[config.mk]
export PLATFORM = sky130hd
export DESIGN_NAME = ps2_host_tx
export DESIGN_NICKNAME = d
export VERILOG_FILES = /design/src/rtl/ps2_host_tx.sv
export SDC_FILE = /design/constraint.sdc
export NUM_CORES = 1
export LEC_CHECK = 0
export BUFFER_PORTS_ARGS = -buffer_cell sky130_fd_sc_hd__buf_2
export CORE_UTILIZATION = 50
export CTS_CLUSTER_DIAMETER = 200
export DETAILED_ROUTE_END_ITERATION = 16
export PLACE_DENSITY = 0.71
export SETUP_SLACK_MARGIN = 0.5
export SLEW_MARGIN = 20
export SYNTH_ARGS = -nofsm -noshare
export SYNTH_HDL_FRONTEND = slang
export SYNTH_SLANG_ARGS = --single-unit
[constraint.sdc]
create_clock -name clk -period 3.6 [get_ports clk]
set_input_delay 0.18 -clock clk [delete_from_list [all_inputs] [get_ports clk]]
set_output_delay 0.18 -clock clk [all_outputs]
set_load 0.05 [all_outputs]
[src/rtl/ps2_host_tx.sv]
// ps2_host_tx: host-to-device PS/2 transmitter.
// Sends one command byte to the device over an open-drain PS2_CLK/PS2_DAT pair.
// The host first pulls the clock low for INHIBIT_CYCLES (request-to-send), then
// pulls data low (start bit) and releases the clock. From then on the device
// supplies the clock. On each device falling edge the host presents the next
// frame bit: 8 data bits LSB first, odd parity, stop (released). On the 11th
// falling edge the host samples the device ACK. Timeouts guard both the wait
// for the first device edge and the whole frame.
//
// Ports:
//   clk, resetN            system clock, asynchronous active-low reset
//   tx_valid/tx_data       command byte offer (accepted when tx_ready=1)
//   tx_ready               1 when idle
//   busy                   1 in any state other than IDLE
//   tx_done/tx_status      one-cycle completion pulse; 00 ack, 01 nak, 10 timeout
//   ps2_clk_in/ps2_dat_in  raw asynchronous line levels
//   ps2_clk_oe/ps2_dat_oe  1 = pull the line low, 0 = release
module ps2_host_tx #(
  parameter int INHIBIT_CYCLES = 3000,
  parameter int START_TIMEOUT  = 375000,
  parameter int FRAME_TIMEOUT  = 50000
) (
  input  logic       clk,
  input  logic       resetN,
  input  logic       tx_valid,
  input  logic [7:0] tx_data,
  output logic       tx_ready,
  output logic       busy,
  output logic       tx_done,
  output logic [1:0] tx_status,
  input  logic       ps2_clk_in,
  input  logic       ps2_dat_in,
  output logic       ps2_clk_oe,
  output logic       ps2_dat_oe
);

  // Counter must hold the largest of the three limits so that parameter
  // overrides never make a limit unreachable.
  localparam int CNT_TOP =
    (START_TIMEOUT > FRAME_TIMEOUT)
      ? ((START_TIMEOUT > INHIBIT_CYCLES) ? START_TIMEOUT : INHIBIT_CYCLES)
      : ((FRAME_TIMEOUT > INHIBIT_CYCLES) ? FRAME_TIMEOUT : INHIBIT_CYCLES);
  localparam int CW = $clog2(CNT_TOP + 1);

  localparam logic [CW-1:0] INH_C = CW'(INHIBIT_CYCLES);
  localparam logic [CW-1:0] ST_C  = CW'(START_TIMEOUT);
  localparam logic [CW-1:0] FT_C  = CW'(FRAME_TIMEOUT);
  localparam logic [CW-1:0] SAT_C = '1;

  localparam logic [3:0] S_IDLE     = 4'd0;
  localparam logic [3:0] S_INHIBIT  = 4'd1;
  localparam logic [3:0] S_RTS      = 4'd2;
  localparam logic [3:0] S_DATA     = 4'd3;
  localparam logic [3:0] S_STOP     = 4'd4;
  localparam logic [3:0] S_ACK      = 4'd5;
  localparam logic [3:0] S_WAIT_REL = 4'd6;
  localparam logic [3:0] S_DONE     = 4'd7;
  localparam logic [3:0] S_FAIL     = 4'd8;

  // Line synchronizers; idle level of both lines is high.
  logic clk_meta_q, clk_sync_q, clk_prev_q;
  logic dat_meta_q, dat_sync_q;

  always_ff @(posedge clk or negedge resetN) begin
    if (!resetN) begin
      clk_meta_q <= 1'b1;
      clk_sync_q <= 1'b1;
      clk_prev_q <= 1'b1;
      dat_meta_q <= 1'b1;
      dat_sync_q <= 1'b1;
    end else begin
      clk_meta_q <= ps2_clk_in;
      clk_sync_q <= clk_meta_q;
      clk_prev_q <= clk_sync_q;
      dat_meta_q <= ps2_dat_in;
      dat_sync_q <= dat_meta_q;
    end
  end

  logic fall;
  assign fall = clk_prev_q & ~clk_sync_q;

  logic [3:0]    state_q, state_d;
  logic [CW-1:0] cnt_q, cnt_d, cnt_inc;
  logic [3:0]    idx_q, idx_d;
  logic [8:0]    frame_q, frame_d;
  logic          clk_oe_q, clk_oe_d;
  logic          dat_oe_q, dat_oe_d;
  logic          done_q, done_d;
  logic [1:0]    status_q, status_d;
  logic          go_fail;

  // Saturating so a stuck counter can never wrap back below a limit.
  assign cnt_inc = (cnt_q == SAT_C) ? cnt_q : cnt_q + CW'(1);

  always_comb begin
    state_d  = state_q;
    cnt_d    = cnt_inc;
    idx_d    = idx_q;
    frame_d  = frame_q;
    clk_oe_d = 1'b0;
    dat_oe_d = dat_oe_q;
    done_d   = 1'b0;
    status_d = status_q;
    go_fail  = 1'b0;
    case (state_q)
      S_IDLE: begin
        cnt_d    = '0;
        dat_oe_d = 1'b0;
        if (tx_valid) begin
          frame_d  = {~^tx_data, tx_data};
          status_d = 2'b00;
          clk_oe_d = 1'b1;
          state_d  = S_INHIBIT;
        end
      end
      S_INHIBIT: begin
        if (cnt_q == INH_C) begin
          // Start bit already on the line, clock released: hand over to device.
          cnt_d    = '0;
          dat_oe_d = 1'b1;
          state_d  = S_RTS;
        end else if (cnt_inc == INH_C) begin
          dat_oe_d = 1'b1;
        end else begin
          clk_oe_d = 1'b1;
          dat_oe_d = 1'b0;
        end
      end
      S_RTS: begin
        dat_oe_d = 1'b1;
        if (fall) begin
          dat_oe_d = ~frame_q[0];
          idx_d    = 4'd1;
          cnt_d    = '0;
          state_d  = S_DATA;
        end else if (cnt_inc == ST_C) begin
          go_fail = 1'b1;
        end
      end
      S_DATA: begin
        if (fall) begin
          dat_oe_d = ~frame_q[idx_q];
          if (idx_q == 4'd8) state_d = S_STOP;
          else               idx_d   = idx_q + 4'd1;
        end else if (cnt_inc == FT_C) begin
          go_fail = 1'b1;
        end
      end
      S_STOP: begin
        if (fall) begin
          dat_oe_d = 1'b0;
          state_d  = S_ACK;
        end else if (cnt_inc == FT_C) begin
          go_fail = 1'b1;
        end
      end
      S_ACK: begin
        if (fall) begin
          status_d = {1'b0, dat_sync_q};
          state_d  = S_WAIT_REL;
        end else if (cnt_inc == FT_C) begin
          go_fail = 1'b1;
        end
      end
      S_WAIT_REL: begin
        if (clk_sync_q && dat_sync_q) begin
          done_d  = 1'b1;
          state_d = S_DONE;
        end else if (cnt_inc == FT_C) begin
          go_fail = 1'b1;
        end
      end
      S_DONE: begin
        dat_oe_d = 1'b0;
        state_d  = S_IDLE;
      end
      S_FAIL: begin
        dat_oe_d = 1'b0;
        state_d  = S_IDLE;
      end
      default: begin
        dat_oe_d = 1'b0;
        state_d  = S_IDLE;
      end
    endcase
    if (go_fail) begin
      dat_oe_d = 1'b0;
      clk_oe_d = 1'b0;
      done_d   = 1'b1;
      status_d = 2'b10;
      state_d  = S_FAIL;
    end
  end

  always_ff @(posedge clk or negedge resetN) begin
    if (!resetN) begin
      state_q  <= S_IDLE;
      cnt_q    <= '0;
      idx_q    <= 4'd0;
      frame_q  <= 9'd0;
      clk_oe_q <= 1'b0;
      dat_oe_q <= 1'b0;
      done_q   <= 1'b0;
      status_q <= 2'b00;
    end else begin
      state_q  <= state_d;
      cnt_q    <= cnt_d;
      idx_q    <= idx_d;
      frame_q  <= frame_d;
      clk_oe_q <= clk_oe_d;
      dat_oe_q <= dat_oe_d;
      done_q   <= done_d;
      status_q <= status_d;
    end
  end

  assign busy       = (state_q != S_IDLE);
  assign tx_ready   = ~busy;
  assign tx_done    = done_q;
  assign tx_status  = status_q;
  assign ps2_clk_oe = clk_oe_q;
  assign ps2_dat_oe = dat_oe_q;

endmodule

==> impl_metrics.py, run 1 <==
metrics = {
    "sta": {
        "rsz0062_at_grt": "false",
        "finalSetupViolCount": 0,
        "drv_slew": 0,
        "finalClockSkew_ns": 0.0105,
        "max_slew_margin_pct": 54.8,
        "min_period_ns": 2.96,
        "tns_ns": 0,
        "max_freq_mhz": 338,
        "hold_violations": 0,
        "fin_hold_ws_ns": 0.139,
        "finalCritPeriodShare_pct": 82.1,
        "worst_pin_slew_ns": 0.679,
    },
    "synthesis": {
        "ys_async_sr_fraction_pct": 100,
        "yosys-top-cells-area": "dfrtp_1 (36%), xnor2_1 (5.3%), nor2_1 (5.2%)",
        "yosys.cell_types.count": 58,
        "avgSynthCellArea_um2": 9.12,
        "syn-num-nets": 327,
        "synthCells": 310,
        "synth_edf_count": 0,
        "synth.cell_area_um2": 2830,
        "synth.ff_latch_count": 46,
        "yosys.area.top_type": "dfrtp_1",
        "yosysSeqAreaShare_pct": 40.9,
        "yosys_warnings": 0,
        "synthFlopType": "dfrtp_1",
        "yosysMostFrequentCell": "dfrtp_1",
        "synthTopCellsByCount": "dfrtp_1 (41), nor2_1 (39), nand2_1 (26)",
        "synth_top_area_share_pct": 36.3,
    },
    "layout": {
        "diodes": 0,
        "multiInputGateArea_um2": 1580,
        "fillers": 501,
        "final_layout_size_suffix_gt1_share_pct": 18.8,
        "nNetsFinal": 340,
        "syn2layout_area_growth_pct": 9.60,
        "register_area_um2": 1160,
        "layout.cells.non_filler": 396,
    },
    "power": {
        "p_leak_nw": 1.28,
        "p_sw_share_pct": 41.4,
        "power.internal_mw": 1.07,
        "switchingPower_uw": 759,
        "p_seq_share_pct": 41.1,
        "p_per_area_nw_per_um2": 591,
        "ir_drop_mv": 0.514,
        "power_frac_comb_pct": 41.4,
        "clkPwrFrac_pct": 17.6,
    },
    "placed_design": {
        "dpl.cell_count": 385,
        "port_buffers": 19,
        "gp_congestion": 0.931,
        "dpl.hpwl_um": 4360,
    },
    "critical_path": {
        "setup.worst_path.start_class": "flop",
        "arrival_ns": 3.13,
        "critPathKind": "flop to flop",
        "worstPathCellList": "nand4_4 -> nor4_4 -> o21ai_1 -> a2111oi_2 -> nand4_1 -> or4_4 -> a21oi_4 -> o32ai_1",
        "setup.worst_path.end_class": "flop",
        "worst-path-buf-inv": 0,
        "cpMaxStageDelayCell": "or4_4",
        "cp_max_fo": 8,
        "slowest_delay_ns": 0.56,
        "cp.required_ns": 3.77,
        "crit_family": "simple AND/OR/NAND/NOR gates",
    },
    "clock_tree": {
        "clockBufferDepth": 2,
        "cts_setup_buffers": 0,
        "clk-insertion-delay-late_ns": 0.30,
        "cts_buffers": 5,
        "clkTransAtPathRegs_ns": 0.09,
        "cts_tree": "built",
        "cts.sinks": 46,
        "root_buffer": "clkbuf_8",
        "htreeDepth": 2,
    },
    "routing": {
        "antenna_left": 0,
        "firstDrtPassIters": 5,
        "detail_route.vias_per_cell": 5.93,
        "wl_per_cell_um": 15.3,
        "finalWirelength_um": 6060,
        "vias": 2348,
        "drc": 0,
        "first_iter_violations": 163,
    },
    "floorplan": {
        "die_h_um": 77.2,
        "core-area_um2": 5470,
        "dieArea_um2": 5960,
        "io_pins": 20,
        "die_x_um": 77.2,
        "start_util_pct": 51.7,
        "rows": 27,
    },
    "global_route": {
        "grt_use_met2_pct": 34.2,
        "grt_max_degree": 47,
        "grt_overflow": 0,
        "grt_antenna_before_repair": 0,
        "grt_pass1_vias": 2158,
        "use_met3_pct": 4.40,
        "grtUsageTotal_pct": 21.7,
        "grt_pass1_wl_um": 10200,
        "grt_use_met1_pct": 29.5,
        "top_usage_layer": "met2",
    },
    "flow_run": {
        "max-cap-violations": 0,
    },
    "worst_hold_path": {
        "min_path_type": "input pin to flop",
    },
    "outcome": {
        "status": "completed",
    },
}
[stage by stage]
stage / util [%] / cell area, µm² / power [mW] / worst slack [ns]
floorplan: - / 2830 / 1.33 / 0.746
global placement: 53.9 / 2950 / 1.49 / 0.583
detailed placement: 53.9 / 2950 / 1.50 / 0.494
CTS: 56.1 / 3070 / 1.83 / 0.603
global route: 56.6 / 3100 / 1.96 / 0.498
finish: 56.6 / 3100 / 1.83 / 0.643
[sequential cells by signal (all words and copies together), names as in the netlist]
name	count
cnt_q	19
frame_q	9
ps2_dat_oe	1
clk_meta_q	1
dat_sync_q	1
dat_meta_q	1
state_q	4
clk_sync_q	1
tx_status	2
ps2_clk_oe	1
clk_prev_q	1
idx_q	4
tx_done	1
[layout make-up]
class	count	share of cell area, %
multi-input combinational	237	51.0
clock buffer	7	2.79
clock inverter	1	0.161
sequential	46	37.5
tap	72	2.91
inverter	10	1.21
timing repair buffer	23	4.36
[final timing paths]
path	from	to	slack, ns	depth (start not counted)
setup / recovery	cnt_q[3]$_DFF_PN0_	state_q[2]$_DFFE_PN0P_	0.64	8
hold / removal	tx_data[6]	frame_q[6]$_DFFE_PN0P_	0.14	2
setup reg to reg	cnt_q[3]$_DFF_PN0_	state_q[2]$_DFFE_PN0P_	0.64	8
hold reg to reg	clk_meta_q$_DFF_PN1_	clk_sync_q$_DFF_PN1_	0.36	0
max in group asynchronous	resetN	cnt_q[13]$_DFF_PN0_	2.74	2
min in group asynchronous	resetN	cnt_q[3]$_DFF_PN0_	0.41	2
[cell usage in the layout (no fill, tap or decap), drive strengths merged, types with 4 or more instances in the layout]
cell type   n
a21oi      19
a31oi       5
and2        4
buf        20
clkbuf      7
dfrtp      41
dfstp       5
ha          4
inv         9
mux2        8
nand2      26
nand3      14
nand4      13
nor2       39
nor2b       8
nor3        9
nor4        6
o21ai      17
o31ai       4
or4         4
xnor2      17
xor2        4
[timing repair]
| action | CTS | global route |
|---|---|---|
| resized for setup | 2 | 6 |
| endpoints found under the setup margin | 1 | 7 |
| endpoints found under the hold margin | 2 | 41 |
| hold buffers | 2 | 1 |
| pin swaps | 0 | 1 |
[per-layer routing]
layer  vias to the layer above  wire, µm
met5                         -         0
met4                         0       142
met3                        14       388
met2                       109      2790
met1                      1077      2740
li1                       1148         -
[kinds of logic (layout without fill, tap and decap cells)]
kind of cell / count (synthesis) / count (layout) / share of synthesized area [%]
flops: 46 / 46 / 40.9
fa+ha+maj: 4 / 4 / 1.77
mux: 11 / 11 / 5.13
simple gates: 136 / 136 / 26.7
xor+xnor: 21 / 21 / 6.50
compound gates: 65 / 65 / 15.2
buf+inv: 27 / 41 / 3.81
[power groups by stage]
stage | Clock (mW) | Combinational [mW] | Sequential (mW)
global route | 0.353 | 0.836 | 0.767
floorplan | 0 | 0.608 | 0.726
CTS | 0.332 | 0.754 | 0.745
finish | 0.321 | 0.757 | 0.752
global placement | 0 | 0.744 | 0.748
detailed placement | 0 | 0.748 | 0.755
(Power assumes the default switching activity.)
==> inputs of run 2 (changes only) <==
==> constraint.sdc (replaced) <==
create_clock -name clk -period 2.8 [get_ports clk]
set_input_delay 0.14 -clock clk [delete_from_list [all_inputs] [get_ports clk]]
set_output_delay 0.14 -clock clk [all_outputs]
set_load 0.05 [all_outputs]
==> run 2 against run 1 <==
Die area stayed put; worst hold slack worse by 0.035 ns; final cell count is 11% higher; via count is 8.5% higher.
==> impl_metrics.py, run 2 (synthesized netlist as in run 1, its figures left out) <==
metrics = {
    "outcome": {
        "status": "completed",
    },
    "power": {
        "power.internal_mw": 1.45,
        "p_sw_share_pct": 40.8,
        "switchingPower_mw": 1.00,
        "p_per_area_nw_per_um2": 700,
        "ir_drop_mv": 0.641,
        "p_leak_nw": 1.54,
        "p_seq_share_pct": 38.6,
        "power_frac_comb_pct": 44.6,
        "clkPwrFrac_pct": 16.8,
        "total_power_mw": 2.46,
    },
    "routing": {
        "firstDrtPassIters": 4,
        "drc": 0,
        "finalWirelength_um": 6930,
        "detail_route.vias_per_cell": 5.82,
        "first_iter_violations": 225,
        "vias": 2548,
        "antenna_left": 0,
        "wl_per_cell_um": 15.8,
    },
    "global_route": {
        "grt_pass1_wl_um": 11900,
        "grtUsageTotal_pct": 25.4,
        "grt_antenna_before_repair": 0,
        "grt_pass1_vias": 2494,
        "grt_overflow": 0,
        "grt_max_degree": 47,
    },
    "clock_tree": {
        "cts.sinks": 46,
        "clockBufferDepth": 2,
        "root_buffer": "clkbuf_8",
        "htreeDepth": 2,
        "cts_buffers": 5,
        "clkTransAtPathRegs_ns": 0.08,
        "cts_tree": "built",
        "clk-insertion-delay-late_ns": 0.29,
    },
    "layout": {
        "fin_util_pct": 64.1,
        "nNetsFinal": 382,
        "top_register": "cnt_q",
        "diodes": 0,
        "syn2layout_area_growth_pct": 24.0,
        "layout_commonest_cell": "buf_4",
        "largest_registers": "cnt_q: 19 flops, frame_q: 9 flops",
        "largest_reg_flops": 19,
        "final_layout_size_suffix_gt1_share_pct": 32.0,
        "most-common-layout-cells": "buf_4 (43), nor2_1 (39), dfrtp_1 (33), nand2_1 (24), buf_2 (18)",
        "design_area_um2": 3510,
    },
    "critical_path": {
        "cp.required_ns": 2.97,
        "reg2reg_depth": 8,
        "timing.reg2reg.setup_slack_ns": 0.11,
        "r2r-end": "state_q[2]$_DFFE_PN0P_",
        "worstReg2RegStart": "cnt_q[4]$_DFF_PN0_",
        "setup.worst_path.start_class": "flop",
        "arrival_ns": 2.86,
        "setup.worst_path.end_class": "flop",
        "critPathKind": "flop to flop",
        "cp_max_fo": 8,
    },
    "placed_design": {
        "gp_congestion": 0.923,
        "port_buffers": 19,
        "placed_cell_area_um2": 3140,
        "dpl.hpwl_um": 4810,
    },
    "floorplan": {
        "dieArea_um2": 5960,
        "start_util_pct": 51.7,
        "core-area_um2": 5470,
        "io_pins": 20,
        "die_x_um": 77.2,
        "die_h_um": 77.2,
        "rows": 27,
    },
    "sta": {
        "finalSetupViolCount": 0,
        "worst_pin_slew_ns": 0.588,
        "drv_slew": 0,
        "min_period_ns": 2.69,
        "max_freq_mhz": 372,
        "max_slew_margin_pct": 60.8,
        "hold_violations": 0,
        "rsz0062_at_grt": "true",
        "finalClockSkew_ns": 0.00504,
        "tns_ns": 0,
        "fin_hold_ws_ns": 0.104,
        "finalCritPeriodShare_pct": 96.0,
    },
    "worst_hold_path": {
        "min_delay_worst_endpoint": "frame_q[6]$_DFFE_PN0P_",
        "min_from": "tx_data[6]",
        "min_path_type": "input pin to flop",
        "hold-path-cell-count": 2,
    },
    "flow_run": {
        "max-cap-violations": 0,
    },
}
## run 2: how the worst max path moves through the flow
stage | startpoint | endpoint | slack, ns
after floorplan | cnt_q[0]$_DFF_PN0_ | state_q[2]$_DFFE_PN0P_ | 0.06
after global placement | cnt_q[2]$_DFF_PN0_ | state_q[2]$_DFFE_PN0P_ | 0.11
after detailed placement | cnt_q[11]$_DFF_PN0_ | state_q[2]$_DFFE_PN0P_ | 0.03
after CTS | cnt_q[7]$_DFF_PN0_ | state_q[2]$_DFFE_PN0P_ | 0.18
after global routing | cnt_q[8]$_DFF_PN0_ | tx_done$_DFF_PN0_ | 0.02
final | cnt_q[4]$_DFF_PN0_ | state_q[2]$_DFFE_PN0P_ | 0.11
## run 2: cell type report
cell class	count	area, µm²
Tap cell	72	90.1
Timing Repair Buffer	65	454
Clock buffer	7	86.3
Sequential cell	46	1170
Inverter	10	37.5
Fill cell	480	1970
Clock inverter	1	5.00
Multi-Input combinational cell	237	1670
## run 2: what timing repair did
action,4_1_cts,5_1_grt
hold endpoints to repair,2,41
gates resized for setup,17,8
setup endpoints to repair,9,28
buffers inserted,14,5
hold buffers,2,1
pin swaps,9,7
## run 2: through the flow
step,cells,worst slack (ns)
3_3_place_gp,408,0.112
6_report,438,0.111
3_5_place_dp,408,0.0313
2_1_floorplan,310,0.0581
4_1_cts,432,0.180
5_1_grt,438,0.0187
## run 2: critical path, cell delays in order, from the launching register on
cell,delay (ns)
dfrtp_1,0.44
nand4_4,0.17
buf_4,0.18
or4_4,0.53
xnor2_4,0.20
nand4_1,0.14
or4_4,0.53
a21oi_4,0.26
o32ai_1,0.11
## run 2: power by group through the flow
stage	logic (mW)	registers (mW)	clock network [mW]
finish	1.09	0.949	0.412
global route	1.21	0.972	0.453
CTS	1.08	0.949	0.429
detailed placement	1.03	0.964	0
global placement	1.02	0.956	0
floorplan	0.794	0.934	0
## run 2: per-layer routing
| metal | up-vias | share of wire (%) | GRT usage (%) | wire (µm) |
|---|---|---|---|---|
| met1 | 1226 | 45 | 34.3 | 3110 |
| met2 | 82 | 49 | 41.9 | 3400 |
| li1 | 1227 | - | - | - |
| met5 | - | 0 | 0 | 0 |
| met3 | 13 | 4.4 | 3.69 | 306 |
| met4 | 0 | 1.6 | 8.11 | 110 |
==> inputs of run 3 (changes only) <==
--- a/config.mk
+++ b/config.mk
@@ -9,6 +9,7 @@
 export CORE_UTILIZATION = 50
 export CTS_CLUSTER_DIAMETER = 200
 export DETAILED_ROUTE_END_ITERATION = 16
+export HOLD_SLACK_MARGIN = 0.06
 export PLACE_DENSITY = 0.71
 export SETUP_SLACK_MARGIN = 0.5
 export SLEW_MARGIN = 20
==> constraint.sdc (replaced) <==
create_clock -name clk -period 2.8 [get_ports clk]
set_input_delay 0.28 -clock clk [delete_from_list [all_inputs] [get_ports clk]]
set_output_delay 0.28 -clock clk [all_outputs]
set_load 0.05 [all_outputs]
==> run 3 against run 2 <==
Clock power about the same; core utilization unchanged; fmax down 0.13%; flip-flop and latch count unchanged; sequential power about the same; total power down 0.22%; combinational power about the same; register-to-register slack about the same; critical endpoint unchanged; largest cell class unchanged.
==> impl_metrics.py, run 3 (synthesized netlist as in run 1, its figures left out) <==
metrics = {
    "routing": {
        "detail_route.vias_per_cell": 5.84,
        "finalWirelength_um": 6940,
        "first_iter_violations": 228,
        "firstDrtPassIters": 5,
        "antenna_left": 0,
        "drc": 0,
        "vias": 2559,
        "wl_per_cell_um": 15.8,
    },
    "critical_path": {
        "cpMaxStageDelayCell": "or4_4",
        "worstReg2RegStart": "cnt_q[4]$_DFF_PN0_",
        "cp-startpoint": "cnt_q[4]$_DFF_PN0_",
        "cp_max_fo": 8,
        "worst-path-buf-inv": 1,
        "arrival_ns": 2.87,
        "cp.required_ns": 2.97,
        "worstPathCellList": "nand4_4 -> buf_4 -> or4_4 -> xnor2_4 -> nand4_1 -> or4_4 -> a21oi_4 -> o32ai_1",
        "setup.worst_path.start_class": "flop",
        "slowest_delay_ns": 0.53,
        "critPathKind": "flop to flop",
        "setup.worst_path.end_class": "flop",
        "crit_top_cell": "or4_4",
        "crit_family": "simple AND/OR/NAND/NOR gates",
    },
    "global_route": {
        "grt_pass1_wl_um": 11900,
        "grtUsageTotal_pct": 25.3,
        "grt_overflow": 0,
        "grt_antenna_before_repair": 0,
        "grt_max_degree": 47,
        "grt_pass1_vias": 2483,
    },
    "clock_tree": {
        "clkTransAtPathRegs_ns": 0.08,
        "cts_tree": "built",
        "root_buffer": "clkbuf_8",
        "clk-insertion-delay-late_ns": 0.29,
        "clockBufferDepth": 2,
        "cts.sinks": 46,
        "htreeDepth": 2,
        "cts_buffers": 5,
    },
    "power": {
        "p_per_area_nw_per_um2": 699,
        "p_leak_nw": 1.54,
        "ir_drop_mv": 0.642,
        "total_power_mw": 2.45,
    },
    "layout": {
        "largest_reg_flops": 19,
        "largest_registers": "cnt_q: 19 flops, frame_q: 9 flops",
        "nNetsFinal": 382,
        "final_layout_size_suffix_gt1_share_pct": 32.0,
        "fillers": 480,
        "layout_commonest_cell": "buf_4",
        "fin_util_pct": 64.1,
        "most-common-layout-cells": "buf_4 (43), nor2_1 (39), dfrtp_1 (33), nand2_1 (24), buf_2 (18)",
        "syn2layout_area_growth_pct": 24.0,
        "design_area_um2": 3510,
        "layout.cells.non_filler": 438,
        "diodes": 0,
        "top_register": "cnt_q",
    },
    "worst_hold_path": {
        "min_from": "tx_data[6]",
        "min_path_type": "input pin to flop",
    },
    "sta": {
        "rsz0062_at_grt": "true",
        "fin_hold_ws_ns": 0.244,
        "finalCritPeriodShare_pct": 96.1,
        "drv_slew": 0,
        "finalClockSkew_ns": 0.00498,
        "tns_ns": 0,
        "max_freq_mhz": 371,
        "max_slew_margin_pct": 60.6,
        "hold_violations": 0,
        "min_period_ns": 2.69,
        "layout_setup_ws_ns": 0.108,
        "finalSetupViolCount": 0,
        "worst_pin_slew_ns": 0.591,
    },
    "placed_design": {
        "dpl.cell_count": 408,
        "placed_cell_area_um2": 3140,
        "dpl.hpwl_um": 4810,
        "gp_congestion": 0.923,
        "pre_cts_slack_ns": 0.0313,
        "port_buffers": 19,
    },
    "floorplan": {
        "rows": 27,
        "core-area_um2": 5470,
        "die_h_um": 77.2,
        "dieArea_um2": 5960,
        "start_util_pct": 51.7,
        "die_x_um": 77.2,
        "io_pins": 20,
    },
    "flow_run": {
        "max-cap-violations": 0,
    },
    "outcome": {
        "status": "completed",
    },
}
[run 3: cell counts in the layout (fill, tap and decap cells not counted)]
Identical to the previous run, type by type.
[run 3: layer usage]
layer  part of all wire [%]  up-vias  global-route usage, %
met2                     49       87                   41.7
met4                    1.7        0                   8.11
met5                      0        -                      0
li1                       -     1225                      -
met1                     44     1234                   34.2
met3                    4.8       13                   3.69
[run 3: cell type report]
type	count	area [µm²]	area share, %
repair buffers	65	454	13.0
inverters	10	37.5	1.07
well taps	72	90.1	2.57
flip-flops and latches	46	1170	33.3
clock buffers	7	86.3	2.46
clock inverters	1	5.00	0.143
multi-input cells	237	1670	47.5
[run 3: power breakdown]
part / leakage [nW] / internal (mW) / switching (mW)
Clock: 0.0482 / 0.199 / 0.212
Combinational: 0.912 / 0.452 / 0.638
Sequential: 0.581 / 0.803 / 0.147
[run 3: final timing paths]
check / to / slack, ns / cells past startpoint
worst max-delay path: state_q[2]$_DFFE_PN0P_ / 0.11 / 8
worst min register to register: dat_sync_q$_DFF_PN1_ / 0.36 / 0
worst min-delay path: frame_q[6]$_DFFE_PN0P_ / 0.24 / 2
worst max register to register: state_q[2]$_DFFE_PN0P_ / 0.11 / 8
min in group asynchronous: cnt_q[1]$_DFF_PN0_ / 0.53 / 2
max in group asynchronous: cnt_q[9]$_DFF_PN0_ / 1.84 / 2
[run 3: repair_timing]
action	CTS	global route
pin swaps	9	7
buffers inserted	14	5
hold buffers	0	3
setup endpoints to repair	9	28
gates resized for setup	17	8
endpoints found under the hold margin	0	43
